### src/rtl/pipe_stage_reg_if.sv
// Valid/ready handshake bundle carrying a datapath payload and a control payload.
interface pipe_stage_reg_if #(
   parameter int unsigned DATA_W = 32,
   parameter int unsigned CTRL_W = 4
);
   logic              valid;
   logic              ready;
   logic [DATA_W-1:0] data;
   logic [CTRL_W-1:0] ctrl;

   // Producer side drives valid/payload, consumer side drives ready.
   modport master (output valid, output data, output ctrl, input ready);
   modport slave  (input valid, input data, input ctrl, output ready);
endinterface

### src/rtl/pipe_stage_reg.sv
// Generic inter-stage pipeline register with valid/ready handshake, flush-to-bubble,
// optional 2-entry skid buffer and a saturating backpressure cycle counter.
module pipe_stage_reg #(
   parameter int unsigned DATA_W = 32,
   parameter int unsigned CTRL_W = 4,
   parameter int unsigned SKID   = 1,
   parameter int unsigned CNT_W  = 16
) (
   input  logic             clk_i,
   input  logic             rst_i,
   input  logic             flush_i,
   input  logic             cnt_clr_i,
   output logic [CNT_W-1:0] stall_cnt_o,
   pipe_stage_reg_if.slave  in_if,
   pipe_stage_reg_if.master out_if
);

   logic              out_vld;
   logic              in_rdy;
   logic [DATA_W-1:0] head_data;
   logic [CTRL_W-1:0] head_ctrl;
   logic              in_xfer;
   logic              out_xfer;

   // in_rdy already excludes flush/reset cycles, so a dropped input never counts.
   assign in_xfer  = in_if.valid && in_rdy;
   assign out_xfer = out_vld && out_if.ready;

   assign in_if.ready  = in_rdy;
   assign out_if.valid = out_vld;
   assign out_if.data  = head_data;
   // Bubbles must never carry live control bits downstream.
   assign out_if.ctrl  = out_vld ? head_ctrl : '0;

   if (SKID != 0) begin : g_skid
      typedef enum logic [1:0] {StEmpty, StOne, StFull} state_e;

      state_e            state_q;
      logic              out_vld_q;
      logic              in_rdy_q;
      logic [DATA_W-1:0] head_data_q;
      logic [CTRL_W-1:0] head_ctrl_q;
      logic [DATA_W-1:0] skid_data_q;
      logic [CTRL_W-1:0] skid_ctrl_q;

      assign out_vld   = out_vld_q;
      assign in_rdy    = in_rdy_q && !flush_i && !rst_i;
      assign head_data = head_data_q;
      assign head_ctrl = head_ctrl_q;

      // Skid FSM: head/skid storage with registered in_ready, FIFO order kept.
      always_ff @(posedge clk_i) begin
         if (rst_i) begin
            state_q     <= StEmpty;
            out_vld_q   <= 1'b0;
            in_rdy_q    <= 1'b1;
            head_data_q <= '0;
            head_ctrl_q <= '0;
            skid_data_q <= '0;
            skid_ctrl_q <= '0;
         end else if (flush_i) begin
            // Data may stay stale; only validity and control are killed.
            state_q     <= StEmpty;
            out_vld_q   <= 1'b0;
            in_rdy_q    <= 1'b1;
            head_ctrl_q <= '0;
            skid_ctrl_q <= '0;
         end else begin
            unique case (state_q)
               StEmpty: begin
                  if (in_xfer) begin
                     head_data_q <= in_if.data;
                     head_ctrl_q <= in_if.ctrl;
                     out_vld_q   <= 1'b1;
                     state_q     <= StOne;
                  end
               end
               StOne: begin
                  if (in_xfer && !out_xfer) begin
                     skid_data_q <= in_if.data;
                     skid_ctrl_q <= in_if.ctrl;
                     in_rdy_q    <= 1'b0;
                     state_q     <= StFull;
                  end else if (in_xfer && out_xfer) begin
                     head_data_q <= in_if.data;
                     head_ctrl_q <= in_if.ctrl;
                  end else if (out_xfer) begin
                     head_ctrl_q <= '0;
                     out_vld_q   <= 1'b0;
                     state_q     <= StEmpty;
                  end
               end
               StFull: begin
                  if (out_xfer) begin
                     head_data_q <= skid_data_q;
                     head_ctrl_q <= skid_ctrl_q;
                     skid_ctrl_q <= '0;
                     in_rdy_q    <= 1'b1;
                     state_q     <= StOne;
                  end
               end
               default: begin
                  state_q   <= StEmpty;
                  out_vld_q <= 1'b0;
                  in_rdy_q  <= 1'b1;
               end
            endcase
         end
      end
   end else begin : g_flop
      logic              out_vld_q, out_vld_d;
      logic [DATA_W-1:0] head_data_q, head_data_d;
      logic [CTRL_W-1:0] head_ctrl_q, head_ctrl_d;

      assign out_vld   = out_vld_q;
      assign in_rdy    = (!out_vld_q || out_if.ready) && !flush_i && !rst_i;
      assign head_data = head_data_q;
      assign head_ctrl = head_ctrl_q;

      // Single-entry next state: load on accept, empty on drain, bubble on flush.
      always_comb begin
         out_vld_d   = out_vld_q;
         head_data_d = head_data_q;
         head_ctrl_d = head_ctrl_q;
         if (flush_i) begin
            out_vld_d   = 1'b0;
            head_ctrl_d = '0;
         end else if (in_xfer) begin
            out_vld_d   = 1'b1;
            head_data_d = in_if.data;
            head_ctrl_d = in_if.ctrl;
         end else if (out_xfer) begin
            out_vld_d   = 1'b0;
            head_ctrl_d = '0;
         end
      end

      // Head register state update.
      always_ff @(posedge clk_i) begin
         if (rst_i) begin
            out_vld_q   <= 1'b0;
            head_data_q <= '0;
            head_ctrl_q <= '0;
         end else begin
            out_vld_q   <= out_vld_d;
            head_data_q <= head_data_d;
            head_ctrl_q <= head_ctrl_d;
         end
      end
   end

   logic [CNT_W-1:0] stall_cnt_q, stall_cnt_d;

   // Saturating count of stalled output cycles; clear wins over increment.
   always_comb begin
      stall_cnt_d = stall_cnt_q;
      if (cnt_clr_i) begin
         stall_cnt_d = '0;
      end else if (out_vld && !out_if.ready && (stall_cnt_q != '1)) begin
         stall_cnt_d = stall_cnt_q + CNT_W'(1);
      end
   end

   // Counter register.
   always_ff @(posedge clk_i) begin
      if (rst_i) begin
         stall_cnt_q <= '0;
      end else begin
         stall_cnt_q <= stall_cnt_d;
      end
   end

   assign stall_cnt_o = stall_cnt_q;

endmodule

### src/flat_wrapper.sv
// flat-port wrapper written by rule: the top's interface ports become plain ports
module pipe_stage_reg_flat 
#(
   parameter int unsigned DATA_W = 32,
   parameter int unsigned CTRL_W = 4,
   parameter int unsigned SKID   = 1,
   parameter int unsigned CNT_W  = 16
)
  (clk_i, rst_i, flush_i, cnt_clr_i, stall_cnt_o, in_if_valid, in_if_data, in_if_ctrl, in_if_ready, out_if_valid, out_if_data, out_if_ctrl, out_if_ready);
  pipe_stage_reg_if #(.DATA_W(DATA_W), .CTRL_W(CTRL_W)) in_if_i ();
  pipe_stage_reg_if #(.DATA_W(DATA_W), .CTRL_W(CTRL_W)) out_if_i ();
  input  logic clk_i;
  input  logic rst_i;
  input  logic flush_i;
  input  logic cnt_clr_i;
  output logic [CNT_W-1:0] stall_cnt_o;
  input wire logic [$bits(in_if_i.valid)-1:0] in_if_valid;
  input wire logic [$bits(in_if_i.data)-1:0] in_if_data;
  input wire logic [$bits(in_if_i.ctrl)-1:0] in_if_ctrl;
  output wire logic [$bits(in_if_i.ready)-1:0] in_if_ready;
  output wire logic [$bits(out_if_i.valid)-1:0] out_if_valid;
  output wire logic [$bits(out_if_i.data)-1:0] out_if_data;
  output wire logic [$bits(out_if_i.ctrl)-1:0] out_if_ctrl;
  input wire logic [$bits(out_if_i.ready)-1:0] out_if_ready;
  assign in_if_i.valid = in_if_valid;
  assign in_if_i.data = in_if_data;
  assign in_if_i.ctrl = in_if_ctrl;
  assign in_if_ready = in_if_i.ready;
  assign out_if_valid = out_if_i.valid;
  assign out_if_data = out_if_i.data;
  assign out_if_ctrl = out_if_i.ctrl;
  assign out_if_i.ready = out_if_ready;
  pipe_stage_reg #(.DATA_W(DATA_W), .CTRL_W(CTRL_W), .SKID(SKID), .CNT_W(CNT_W)) u_core (.clk_i(clk_i), .rst_i(rst_i), .flush_i(flush_i), .cnt_clr_i(cnt_clr_i), .stall_cnt_o(stall_cnt_o), .in_if(in_if_i), .out_if(out_if_i));
endmodule
### config.mk
export PLATFORM = sky130hd
export DESIGN_NAME = pipe_stage_reg_flat
export DESIGN_NICKNAME = d
export VERILOG_FILES = /design/src/rtl/pipe_stage_reg_if.sv /design/src/rtl/pipe_stage_reg.sv /design/src/flat_wrapper.sv
export SDC_FILE = /design/constraint.sdc
export NUM_CORES = 1
export LEC_CHECK = 0
export ABC_CLOCK_PERIOD_IN_PS = 6500
export BUFFER_PORTS_ARGS = -buffer_cell sky130_fd_sc_hd__clkbuf_2
export CAP_MARGIN = 10
export CORE_MARGIN = 4
export CORE_UTILIZATION = 45
export CTS_CLUSTER_SIZE = 20
export DETAILED_ROUTE_END_ITERATION = 8
export GPL_TIMING_DRIVEN = 0
export PLACE_DENSITY = 0.73
export SLEW_MARGIN = 0
export SYNTH_ARGS = -nofsm -noshare
export SYNTH_HDL_FRONTEND = slang
export SYNTH_SLANG_ARGS = --single-unit
### constraint.sdc
create_clock -name clk_i -period 6.5 [get_ports clk_i]
set_clock_uncertainty 0.15 [all_clocks]
set_input_delay 0.325 -clock clk_i [delete_from_list [all_inputs] [get_ports clk_i]]
set_output_delay 0.325 -clock clk_i [all_outputs]
set_load 0.01 [all_outputs]
==> results.md <==
- Die Ht: 103 um
- Initial Util: 46.4%
- Fin nets: 625
- Post-DR wirelength/cell: 14.9 um
- Via count: 3882
- I/O pin total: 96
- Filler instances: 807
- Post-DP HPWL: 7.58 mm
- Setup_tns: 0 ps
- Share of the synthesized area in the top cell type: 45.3%
- Worst r2r src: u_core.stall_cnt_o[1]
- Cell mode on critical path: clkbuf_1
- CP max-delay cell: nor4_1
- Yosys reg bits: 92
- RSZ-0062 raised after global routing: no
- Peak VDD IR: 132 uV
- Total iterations of the first detailed-routing run: 5
- Syn nets: 520
- EDFF count, synth: 0
- Hold WC Path Type: in -> reg
- Max Freq: 358 MHz
- WP data arrival: 2880 ps
- Post-CTS Hold Buffers: 0
- Layout cells sized above 1: 21.5%
- Synth unique cells: 50
- Period utilisation layout: 43.0%
- FFs w/ async S/R, synth: 0%
- Synth warn: 0
- Vias per cell: 5.63
- Num rows: 34
- Clk_lat worst skew: 350 ps
- Total global-route track usage: 19.7%
- Port Buffers: 94
- Placeable Area: 0.00876 sq mm
- Fin cells: 689
- Final setup viols: 0
- Hold endpoint: u_core.g_skid.skid_data_q[29]
- Worst path cell trace: ha_1 > clkbuf_1 > nand4_1 > nor4_1 > clkbuf_1 > or3_1 > a21oi_1
- Dpl cells: 675
- WP data required: 6580 ps
- Min cycle time layout: 2800 ps
- GPL Wtd Cong: 0.920
- Worst slew pin tran: 750 ps
- Slowest cell delay on critical path: 610 ps
- Clock sink total: 92
- Critical path launch point type: register
- Leakage: 1.79 nW
- Layout area overhead: 18.9%
- Initial antenna violation count: 0
- Number of global-route vias before repair: 3631
- Die Wd: 103 um
- Post-CTS Repair Setup Buffers: 0
- R2r endpoint: u_core.stall_cnt_o[0]
- Slew Limit Headroom: 49.7%
- Global-route wire length before repair: 16.9 mm
- CTS Buf Count: 9
- Fin. Hold Viols: 0
- Root Buffer: clkbuf_8
- Seq/Total Area, Yosys: 45.3%
- Syn Area/Cell: 8.60 sq um
- Routed wire length: 10.2 mm
- Count leader, synth: dfxtp_1
- Hold Path Depth: 3
- Pwr dens: 213 mW/mm^2
- R2R cell count: 7
- Post-CTS Resized: 0
- CP max FO: 10
- Cell Area, Synth: 0.00407 sq mm
- DIE AREA: 0.0106 sq mm
- Commonest register cell after synthesis: dfxtp_1
- Diodes inserted: 0
- Crit Path Category: reg -> reg
- Largest net degree at the start of global routing: 16
- Area after DPL: 0.00467 sq mm
- Final Core Density: 55.2%
- Routed Antenna Nets: 0
- Reg clk slew, reported paths: 90 ps
- Status: complete, no violations
- Drt drc: 0
- Crit path capture type: register
- Synth area leader: dfxtp_1
- Top post-synthesis cells by count: dfxtp_1, nand2_1, a21oi_1, nor2_1, mux2i_1
- Synth area leaders: dfxtp_1, mux2i_1, nand2_1, a211oi_1, a21oi_1
- Slew Limit Fails: 0
- Hold_sp: in_if_data[29]
- Design Area, Final: 0.00484 sq mm
- Total gr overflow: 0
- Clock tree buffer depth: 2
- DR iter-0 viols: 205
- Max Cap Viol: 0
- Internal reg-to-reg setup slack: 3700 ps
- CTS tree: built
- H-Tree Depth: 3
- Synth Instances: 473
-- state kept, by name (all words and copies together), names as in the netlist --
signal                     count
u_core.out_if.data            32
u_core.g_skid.state_q          2
u_core.g_skid.skid_data_q     32
u_core.out_if.valid            1
u_core.g_skid.head_ctrl_q      4
u_core.g_skid.skid_ctrl_q      4
u_core.g_skid.in_rdy_q         1
u_core.stall_cnt_o            16
-- area by class of cell --
class                      instances  area [sq um]  area share [%]
buffer                            32           130            2.69
inverter                           5          18.8           0.388
clock inverter                     5          40.0           0.828
clock buffer                       9           124            2.56
tap                              108           135            2.79
timing repair buffer              94           470            9.72
sequential                        92          1840            38.1
multi-input combinational        344          2080            43.0
-- power by group --
group          switching (W)  internal [W]  total, W
Clock               0.000199      0.000137  0.000335
Sequential        0.00000917      0.000580  0.000589
Combinational      0.0000625     0.0000428  0.000105
Total               0.000270      0.000759   0.00103
-- worst max-delay path, delay by kind of cell, from the launching register on --
family | cells | cell delay [ps]
buf+inv | 2 | 720
flops | 1 | 520
simple gates | 3 | 1030
compound gates | 1 | 60
fa+ha+maj | 1 | 210
-- worst max path at each step --
stage                             start                     end  slack (ps)  depth (start not counted)
2_1_floorplan  u_core.g_skid.state_q[1]  u_core.out_if.data[10]        4310                          8
3_3_place_gp      u_core.stall_cnt_o[0]   u_core.stall_cnt_o[3]        3810                          7
3_5_place_dp      u_core.stall_cnt_o[0]   u_core.stall_cnt_o[2]        3750                          7
4_1_cts           u_core.stall_cnt_o[0]   u_core.stall_cnt_o[2]        3750                          7
5_1_grt           u_core.stall_cnt_o[0]   u_core.stall_cnt_o[0]        3450                          7
6_report          u_core.stall_cnt_o[1]   u_core.stall_cnt_o[0]        3700                          7
-- stage by stage --
step	setup slack (ps)	total power, W	hold slack, ps
after floorplan	4310	0.000660	286
after global placement	3810	0.000704	291
after detailed placement	3750	0.000707	298
after CTS	3750	0.00104	30.2
after global routing	3450	0.00108	33.2
final	3700	0.00103	46.6
-- metal layers --
metal / track usage (%) / wire, um / vias to the layer above
li1: - / - / 1902
met1: 25.1 / 4450 / 1846
met2: 32.8 / 4990 / 121
met3: 4.94 / 686 / 13
met4: 6.47 / 115 / 0
met5: 0 / 0 / -
-- cells by family after synthesis --
family          count (synthesis)  share of synthesized area, %
compound gates                119                          19.1
xor+xnor                        1                         0.215
fa+ha+maj                       5                          1.54
buf+inv                        37                          3.66
flops                          92                          45.3
mux                            39                          9.62
simple gates                  180                          20.6
-- cells in the final DEF (no fill, tap or decap), types with 3 or more instances in the layout --
master	n
dfxtp_1	92
o211ai_1	4
ha_1	5
a211oi_1	34
and2_1	6
o21ai_0	14
a32oi_1	4
clkbuf_1	23
clkbuf_2	94
a21oi_1	48
nand3_1	9
mux2i_1	38
buf_2	8
or4_1	4
nor2_1	39
inv_1	5
nor4_1	6
clkinvlp_4	3
nand2_1	87
o31ai_1	5
clkbuf_8	9
or3_1	5
nand4_1	5
No activity file was read; power rests on OpenSTA's default activity.
